[src/rtl/div_iter_if.sv]
// div_iter_if: handshake and data bundle between the EX stage and the
// iterative divider.
//   master: drives start, cancel, flag_unsigned, operand1, operand2;
//           observes busy, done, div_by_zero, result.
//   slave : the divider itself (mirror image of master).
interface div_iter_if #(
    parameter int WIDTH = 32
);
    logic                   start;
    logic                   cancel;
    logic                   flag_unsigned;
    logic [WIDTH-1:0]       operand1;
    logic [WIDTH-1:0]       operand2;
    logic                   busy;
    logic                   done;
    logic                   div_by_zero;
    logic [2*WIDTH-1:0]     result;

    modport master (
        output start, cancel, flag_unsigned, operand1, operand2,
        input  busy, done, div_by_zero, result
    );

    modport slave (
        input  start, cancel, flag_unsigned, operand1, operand2,
        output busy, done, div_by_zero, result
    );
endinterface

[src/rtl/div_iter.sv]
// div_iter: iterative radix-2 restoring divider (DIV / DIVU) producing
// {remainder, quotient} for HI/LO writeback.
//   clock        : system clock, rising edge
//   reset        : synchronous, active-low
//   bus (slave)  : start/cancel/flag_unsigned/operand1/operand2 in,
//                  busy/done/div_by_zero/result out
// One quotient bit per cycle on magnitudes, then a single registered
// sign-correction cycle. Divide-by-zero skips the iterations entirely.
module div_iter #(
    parameter int WIDTH = 32
) (
    input  logic    clock,
    input  logic    reset,
    div_iter_if.slave bus
);
    typedef enum logic [1:0] {IDLE, CALC, FIX, DONE} state_t;

    localparam int            CW   = $clog2(WIDTH + 1);
    localparam logic [CW-1:0] ITER = CW'(WIDTH);

    state_t               state, next_state;
    logic [CW-1:0]        count;
    logic [WIDTH-1:0]     quo;       // dividend shifting out, quotient shifting in
    logic [WIDTH-1:0]     rem;       // partial remainder
    logic [WIDTH-1:0]     divisor;
    logic                 neg_q, neg_r, dz;
    logic [2*WIDTH-1:0]   result_q;
    logic                 dz_q;

    // Operand decode, only meaningful in the accept cycle.
    logic                 accept;
    logic                 sign1, sign2, op2_zero;
    logic [WIDTH-1:0]     abs1, abs2;

    assign accept   = (state == IDLE) && bus.start && !bus.cancel;
    assign sign1    = !bus.flag_unsigned && bus.operand1[WIDTH-1];
    assign sign2    = !bus.flag_unsigned && bus.operand2[WIDTH-1];
    // Negating the most negative value wraps to 2^(WIDTH-1), which is the
    // correct magnitude when read as unsigned.
    assign abs1     = sign1 ? -bus.operand1 : bus.operand1;
    assign abs2     = sign2 ? -bus.operand2 : bus.operand2;
    assign op2_zero = (bus.operand2 == '0);

    // One restoring step: shift the next dividend bit into the remainder and
    // compare on WIDTH+1 bits so the shifted-out remainder MSB is not lost.
    logic [WIDTH:0]       trial;
    logic                 fits;
    logic [WIDTH-1:0]     rem_sub;

    assign trial   = {rem, quo[WIDTH-1]};
    assign fits    = trial >= {1'b0, divisor};
    // The true difference is below divisor, so WIDTH bits hold it exactly.
    assign rem_sub = trial[WIDTH-1:0] - divisor;

    // NOTE: every sequential process uses non-blocking assignments so all
    // registers update from the same pre-edge values.
    always_ff @(posedge clock) begin
        if (!reset) state <= IDLE;
        else        state <= next_state;
    end

    // NOTE: next_state gets its default before the case so no path through
    // this block leaves it unassigned, which would infer a latch.
    always_comb begin
        next_state = state;
        unique case (state)
            IDLE: if (accept) next_state = op2_zero ? FIX : CALC;
            CALC: if (count == CW'(1)) next_state = FIX;
            FIX:  next_state = DONE;
            DONE: next_state = IDLE;
            default: next_state = IDLE;
        endcase
        if (bus.cancel) next_state = IDLE;
    end

    // Datapath. Nothing updates on a cancel cycle, so an aborted FIX never
    // disturbs the held result.
    // NOTE: the working registers are reset along with the outputs; they are
    // plain flops, not a memory, so the cost is trivial and sim never sees X.
    always_ff @(posedge clock) begin
        if (!reset) begin
            count    <= '0;
            quo      <= '0;
            rem      <= '0;
            divisor  <= '0;
            neg_q    <= 1'b0;
            neg_r    <= 1'b0;
            dz       <= 1'b0;
            result_q <= '0;
            dz_q     <= 1'b0;
        end else if (!bus.cancel) begin
            unique case (state)
                IDLE: if (bus.start) begin
                    count   <= ITER;
                    // On divide-by-zero the raw dividend is kept, since it
                    // becomes the remainder unchanged.
                    quo     <= op2_zero ? bus.operand1 : abs1;
                    rem     <= '0;
                    divisor <= abs2;
                    neg_q   <= sign1 ^ sign2;
                    neg_r   <= sign1;
                    dz      <= op2_zero;
                end
                CALC: begin
                    count <= count - CW'(1);
                    rem   <= fits ? rem_sub : trial[WIDTH-1:0];
                    quo   <= {quo[WIDTH-2:0], fits};
                end
                FIX: begin
                    if (dz)
                        result_q <= {quo, {WIDTH{1'b1}}};
                    else
                        result_q <= {neg_r ? -rem : rem, neg_q ? -quo : quo};
                    dz_q <= dz;
                end
                default: ;
            endcase
        end
    end

    assign bus.busy        = (state == CALC) || (state == FIX);
    assign bus.done        = (state == DONE);
    assign bus.div_by_zero = dz_q;
    assign bus.result      = result_q;
endmodule

[src/flat_wrapper.sv]
// flat-port wrapper written by rule: the top's interface ports become plain ports
module div_iter_flat 
#(
    parameter int WIDTH = 32
)
  (clock, reset, bus_start, bus_cancel, bus_flag_unsigned, bus_operand1, bus_operand2, bus_busy, bus_done, bus_div_by_zero, bus_result);
  div_iter_if #(.WIDTH(WIDTH)) bus_i ();
  input  logic clock;
  input  logic reset;
  input wire logic [$bits(bus_i.start)-1:0] bus_start;
  input wire logic [$bits(bus_i.cancel)-1:0] bus_cancel;
  input wire logic [$bits(bus_i.flag_unsigned)-1:0] bus_flag_unsigned;
  input wire logic [$bits(bus_i.operand1)-1:0] bus_operand1;
  input wire logic [$bits(bus_i.operand2)-1:0] bus_operand2;
  output wire logic [$bits(bus_i.busy)-1:0] bus_busy;
  output wire logic [$bits(bus_i.done)-1:0] bus_done;
  output wire logic [$bits(bus_i.div_by_zero)-1:0] bus_div_by_zero;
  output wire logic [$bits(bus_i.result)-1:0] bus_result;
  assign bus_i.start = bus_start;
  assign bus_i.cancel = bus_cancel;
  assign bus_i.flag_unsigned = bus_flag_unsigned;
  assign bus_i.operand1 = bus_operand1;
  assign bus_i.operand2 = bus_operand2;
  assign bus_busy = bus_i.busy;
  assign bus_done = bus_i.done;
  assign bus_div_by_zero = bus_i.div_by_zero;
  assign bus_result = bus_i.result;
  div_iter #(.WIDTH(WIDTH)) u_core (.clock(clock), .reset(reset), .bus(bus_i));
endmodule
[config.mk]
export PLATFORM = sky130hd
export DESIGN_NAME = div_iter_flat
export DESIGN_NICKNAME = d
export VERILOG_FILES = /design/src/rtl/div_iter_if.sv /design/src/rtl/div_iter.sv /design/src/flat_wrapper.sv
export SDC_FILE = /design/constraint.sdc
export NUM_CORES = 1
export LEC_CHECK = 0
export ABC_AREA = 1
export ABC_CLOCK_PERIOD_IN_PS = 1900
export CORE_UTILIZATION = 53
export DETAILED_ROUTE_END_ITERATION = 6
export PLACE_DENSITY_LB_ADDON = 0.12
export SETUP_SLACK_MARGIN = 0.15
export SYNTH_ARGS = -nofsm -noshare
export SYNTH_HDL_FRONTEND = slang
export SYNTH_SLANG_ARGS = --single-unit
export TNS_END_PERCENT = 100
[constraint.sdc]
create_clock -name clock -period 1.9 [get_ports clock]
set_input_delay 0.19 -clock clock [delete_from_list [all_inputs] [get_ports clock]]
set_output_delay 0.19 -clock clock [all_outputs]
set_load 0.01 [all_outputs]
# After elaboration in Yosys (flattened, before gate mapping)
# Cells that the tools add are included.
[word_totals]
out_inout_bits = 67
register_bits = 172
[classes]
eq_ne = 7
reduce_logical = 15
order_cmp = 1
bitwise = 3
n_mux = 17
addsub = 6
[ops]
columns = ["cell", "n"]
rows = [
  ["2-to-1 mux 32 bit", 8],
  ["negation 32 bit", 4],
  ["case mux 32 bit (2 select lines)", 2],
  ["2-to-1 mux 64 bit", 1],
  ["greater-or-equal comparator 33 x 32 -> 1 bit", 1],
  ["logical NOT 32 bit", 1],
  ["subtractor 32 bit", 1],
  ["case mux 6 bit (2 select lines)", 1],
  ["case mux 2 bit (4 select lines)", 1],
  ["equality test 6 x 1 -> 1 bit, second input constant", 1],
  ["2-to-1 mux 2 bit", 3],
  ["2-to-1 mux 6 bit", 1],
  ["AND reduction 3 bit", 2],
  ["subtractor 6 x 1 -> 6 bit, second input constant", 1],
  ["equality test 2 bit, second input constant", 2],
  ["logical AND 1 bit", 4],
  ["!= test 2 x 1 -> 1 bit, second input constant", 2],
  ["AND reduction 2 bit", 2],
  ["equality test 2 x 1 -> 1 bit, second input constant", 1],
  ["logical NOT 1 bit", 2],
  ["logical NOT 2 bit", 1],
  ["!= test 2 bit, second input constant", 1],
  ["inverter 1 bit", 2],
  ["nonzero test 2 bit", 1],
  ["3 further kinds", 3],
]

# Depth between registers and ports, before layout
[depth]
word_depth = 6
depth_mapped = 16
mapped_depth_nobuf = 16

# Worst setup path after synthesis
# Ideal clock, no wire load.
[synth_path]
kind = "register to register"
start = "register u_core.quo[31]"
end = "register u_core.rem[12]"
slack_ns = -0.074
required_ns = 1.757
setup_ns = 0.143
stages_incl_launch_ff = 15
arrival_ns = 1.831
period_less_slack_ns = 1.974
path_cell_list = "dfxtp_1 inv_1 ha_1 inv_1 fa_1 nand2_1 nand3_1 nand3_1 nand2_1 nand2_1 nand2_1 xnor2_1 nand2_4 nand3_2 a21oi_2"
[synth_between]
elab_chain_len = 3
[synth_rtl]
columns = ["element", "line_no", "text"]
rows = [
  ["from (decl)", "div_iter.sv:23", "logic [WIDTH-1:0] quo;"],
  ["from (signal assigned)", "div_iter.sv:97", "quo <= op2_zero ? bus.operand1 : abs1;"],
  ["from (signal assigned)", "div_iter.sv:107", "quo <= {quo[WIDTH-2:0], fits};"],
  ["subtractor 32 bit or greater-or-equal comparator 33 x 32 -> 1 bit (tied branches)", "div_iter.sv:53, div_iter.sv:51", ""],
  ["2-to-1 mux 32 bit *", "div_iter.sv:106", "rem <= fits ? rem_sub : trial[WIDTH-1:0];"],
  ["case mux 32 bit (2 select lines) *", "div_iter.sv:92", "unique case (state)"],
  ["to (signal assigned)", "div_iter.sv:106", ""],
  ["to (decl)", "div_iter.sv:24", "logic [WIDTH-1:0] rem;"],
]
# Every way passes the cells marked *; elsewhere a longest branch is shown, timed or not.
# A chain may end at the register's enable or synchronous reset.

# Worst setup path after layout
[layout_path]
start = "register u_core.state[0]"
end = "register u_core.result_q[53], in the netlist u_core.bus.result[53]"
[layout_between]
elab_chain_len = 2
[layout_rtl]
columns = ["element", "line_no", "text"]
rows = [
  ["from (decl)", "div_iter.sv:21", "state_t state, next_state;"],
  ["from (signal assigned)", "div_iter.sv:59", "else state <= next_state;"],
  ["equality test 2 bit", "div_iter.sv:92", ""],
  ["AND reduction 2 bit (no line)", "n/a", ""],
  ["to (signal assigned)", "div_iter.sv:111", "result_q <= {quo, {WIDTH{1'b1}}};"],
  ["to (signal assigned)", "div_iter.sv:113", "result_q <= {neg_r ? -rem : rem, neg_q ? -quo : quo};"],
  ["to (decl)", "div_iter.sv:27", "logic [2*WIDTH-1:0] result_q;"],
]
# No other way between the ends.

==> flow_summary_export.csv <==
group,metric,value,unit
floorplan,fp.coreArea,25500,sq um
min_path,hold_depth,3,
synth,syn_area,13900,sq um
sta,finalCriticalPeriod,2.24,ns
sta,post-route-period-util,118,%
floorplan,die_area,26900,sq um
setup_path,worstPathRequired,2.28,ns
detailed_routing,drt_iter0_drc,2601,
synth,ys_async_sr_fraction,0,%
cts,clock_path_buffers,2,
cts,ctsRootBufferMaster,"clkbuf_16",
sta,slew_viol_final,0,
power,power_leakage,10.4,nW
finish,regArea,3550,sq um
finish,utilization,84.9,%
global_route,first_global_vias,15800,
finish,fill_cells,1518,
detailed_routing,drc,21,
power,pwr_density_cell,551,nW/um^2
synth,synth_area_per_cell,6.20,sq um
synth,synthCells,2242,
finish,drive_above_1_share,36.8,%
global_route,grt_antenna_before_repair,0,
detailed_routing,vias,18500,
floorplan,rows,58,
cts,cts_sinks,172,
sta,max_freq,0.446,GHz
cts,numCtsBuffers,17,
setup_path,critPathKind,"reg2reg",
power,irDropWorstVdd,0.000620,V
floorplan,die_h,164,um
flow_run,maxCapViolations,0,
setup_path,crit_start,"u_core.state[0]$_SDFFE_PP0P_",
floorplan,start_util,54.6,%
setup_path,worst-endpoint-arrival,2.62,ns
setup_path,critPathTopFamily,"compound AO/OA/AOI/OAI gates",
cts,worstSkewPairLatency,0.46,ns
finish,antenna_cells,0,
global_route,grt_pass1_wl,83000,um
setup_path,cp_slowest_stage_delay,0.59,ns
cts,htree_levels,4,
sta,finalSetupTns,-9.89,ns
setup_path,r2r-start,"u_core.state[0]$_SDFFE_PP0P_",
global_route,grt_util_all_layers,39.7,%
setup_path,cp_max_fo,25,
detailed_routing,via_per_inst,6.00,
synth,synth-seq-cells,172,
finish,multi_input_area,10400,sq um
detailed_routing,wl,62300,um
detailed_routing,wl_per_cell,20.2,um
placement,dp_hpwl,40800,um
setup_path,slowest_stage,"a21oi_1",
sta,rsz0062_at_grt,"yes",
global_route,grt_max_degree,43,
setup_path,rr_worst_depth,9,
synth,synth_nets,2354,
min_path,hp-class,"in2reg",
outcome,status,"finished with violations",
finish,final_common_cell,"nand2_1",
floorplan,pin_count,136,
floorplan,die_w,164,um
setup_path,worst-path-buf-inv,4,
detailed_routing,ant_nets,0,
synth,synth.distinct_cells,55,
sta,finalWorstSetupSlack,-0.341,ns
sta,fin_skew,0.0211,ns
sta,tightest_slew,0.746,ns
placement,port_buffers,135,
synth,synthFlopType,"dfxtp_1",
synth,synth_edf_count,0,
cts,cts_tree,"yes",
synth,yosysWarnings,0,
setup_path,worstSetupEndpointType,"flip-flop",
finish,nets,2852,
setup_path,path_depth,9,
min_path,hold_start,"bus_operand2[1]",
synth,seq_area_frac_synth,24.8,%
cts,clk_pin_slew,0.08,ns
detailed_routing,drt_first_pass_iters,7,
setup_path,start_kind,"flip-flop",
placement,gp_congestion,0.964,
finish,mostFrequentLayoutCells,"nand2_1 (458), buf_4 (352), inv_1 (289)",
sta,setup_violations,44,
setup_path,crit_chain,"inv_2, ha_1, inv_1, nor2_4, inv_2, buf_12, a21oi_1, o21ai_1, a21oi_1",
outcome,violations,"DRC, setup timing",
finish,area_delta_synth_final,55.6,%
sta,final_hold_viol_count,0,
global_route,grt-ovfl-total,0,
sta,slew_headroom,50.3,%
[power by group]
part	switching (mW)	leakage, nW	internal (mW)
clock	1.80	0.267	1.75
combinational	2.54	8.74	1.94
sequential	0.146	1.43	3.74
[flip-flops by register name, summed over array words and instances (netlist names), 2 cells and up]
signal / count
u_core.count: 6
u_core.bus.result: 64
u_core.divisor: 32
u_core.state: 2
u_core.rem: 32
u_core.quo: 32
[per-stage QoR]
stage               setup WS [ns]  cells  total power [mW]  hold slack, ns  area, sq um
global route               -0.354   3082              12.3           0.142        21600
finish                     -0.341   3082              11.9           0.109        21600
detailed placement         -0.454   2966              7.55           0.455        18500
CTS                        -0.179   3030              11.2           0.364        20000
global placement           -0.345   2966              7.48           0.452        18500
floorplan                  0.0448   2242              5.94           0.328        14400
[what timing repair did]
| action | in CTS | in global routing |
|---|---|---|
| cloned | 2 | 7 |
| pin swaps | 71 | 131 |
| hold buffers | 0 | 0 |
| setup endpoints to repair | 114 | 139 |
| gates resized for setup | 217 | 312 |
| setup buffers | 32 | 45 |
[Yosys cell counts (5+ instances only)]
| cell type | instances | area [sq um] |
|---|---|---|
| xor2_1 | 30 | 263 |
| nand2_1 | 540 | 2030 |
| a21o_1 | 10 | 75.1 |
| o22ai_1 | 31 | 194 |
| nand2_4 | 25 | 282 |
| o221ai_1 | 8 | 70.1 |
| nor2_1 | 190 | 713 |
| o21ai_0 | 118 | 591 |
| o21bai_1 | 10 | 75.1 |
| nand3_2 | 35 | 350 |
| a31oi_1 | 16 | 100 |
| nand4_1 | 29 | 181 |
| nor2_4 | 10 | 113 |
| nor4_1 | 5 | 31.3 |
| clkbuf_1 | 57 | 214 |
| o211ai_1 | 13 | 97.6 |
| inv_2 | 14 | 52.6 |
| dfxtp_1 | 172 | 3440 |
| nor2_2 | 18 | 113 |
| nand3b_1 | 7 | 52.6 |
| nand2_2 | 17 | 106 |
| a21oi_1 | 162 | 811 |
| o21ai_1 | 5 | 25.0 |
| nand3_1 | 182 | 911 |
| buf_6 | 5 | 56.3 |
| a21oi_2 | 33 | 289 |
| buf_2 | 11 | 55.1 |
| xnor2_1 | 18 | 158 |
| inv_1 | 354 | 1330 |
| ha_1 | 42 | 526 |
| nor3_1 | 31 | 155 |
[cell families (layout without fill, tap and decap cells)]
kind of cell,count (synthesis),count (layout),synth area share (%)
DFF,172,172,24.8
xor gates and xnor gates,48,48,3.02
and+or+nand+nor,1106,1107,37.4
buffers and inverters,454,963,13.2
adders and majority gates,43,43,3.92
AOI/OAI and AO/OA,419,419,17.6
[path summary, 6_finish.rpt]
path              slack, ns                                 end
hold / removal         0.11      u_core.divisor[1]$_SDFFE_PN0P_
setup reg to reg      -0.34  u_core.bus.result[53]$_SDFFE_PN0P_
hold reg to reg        0.46  u_core.bus.result[46]$_SDFFE_PN0P_
setup / recovery      -0.34  u_core.bus.result[53]$_SDFFE_PN0P_
[final cells by class]
type	count	share of cell area (%)
well taps	330	1.91
repair buffers	562	24.1
inverters	370	6.68
multi-input cells	1617	48.3
flip-flops and latches	172	16.4
clock buffers	17	1.97
clock inverters	14	0.683
[worst register-to-register path, cell delays in order (launching register included)]
cell	delay, ns
dfxtp_4	0.36
inv_2	0.08
ha_1	0.16
inv_1	0.08
nor2_4	0.15
inv_2	0.08
buf_12	0.17
a21oi_1	0.59
o21ai_1	0.29
a21oi_1	0.21
[per-layer routing]
layer  GRT usage (%)  routed length [um]
met5               0                   0
met4            18.5                4380
met3            4.07                6440
met2            67.1               28700
met1            50.5               22800
No activity file was read; power rests on OpenSTA's default activity.
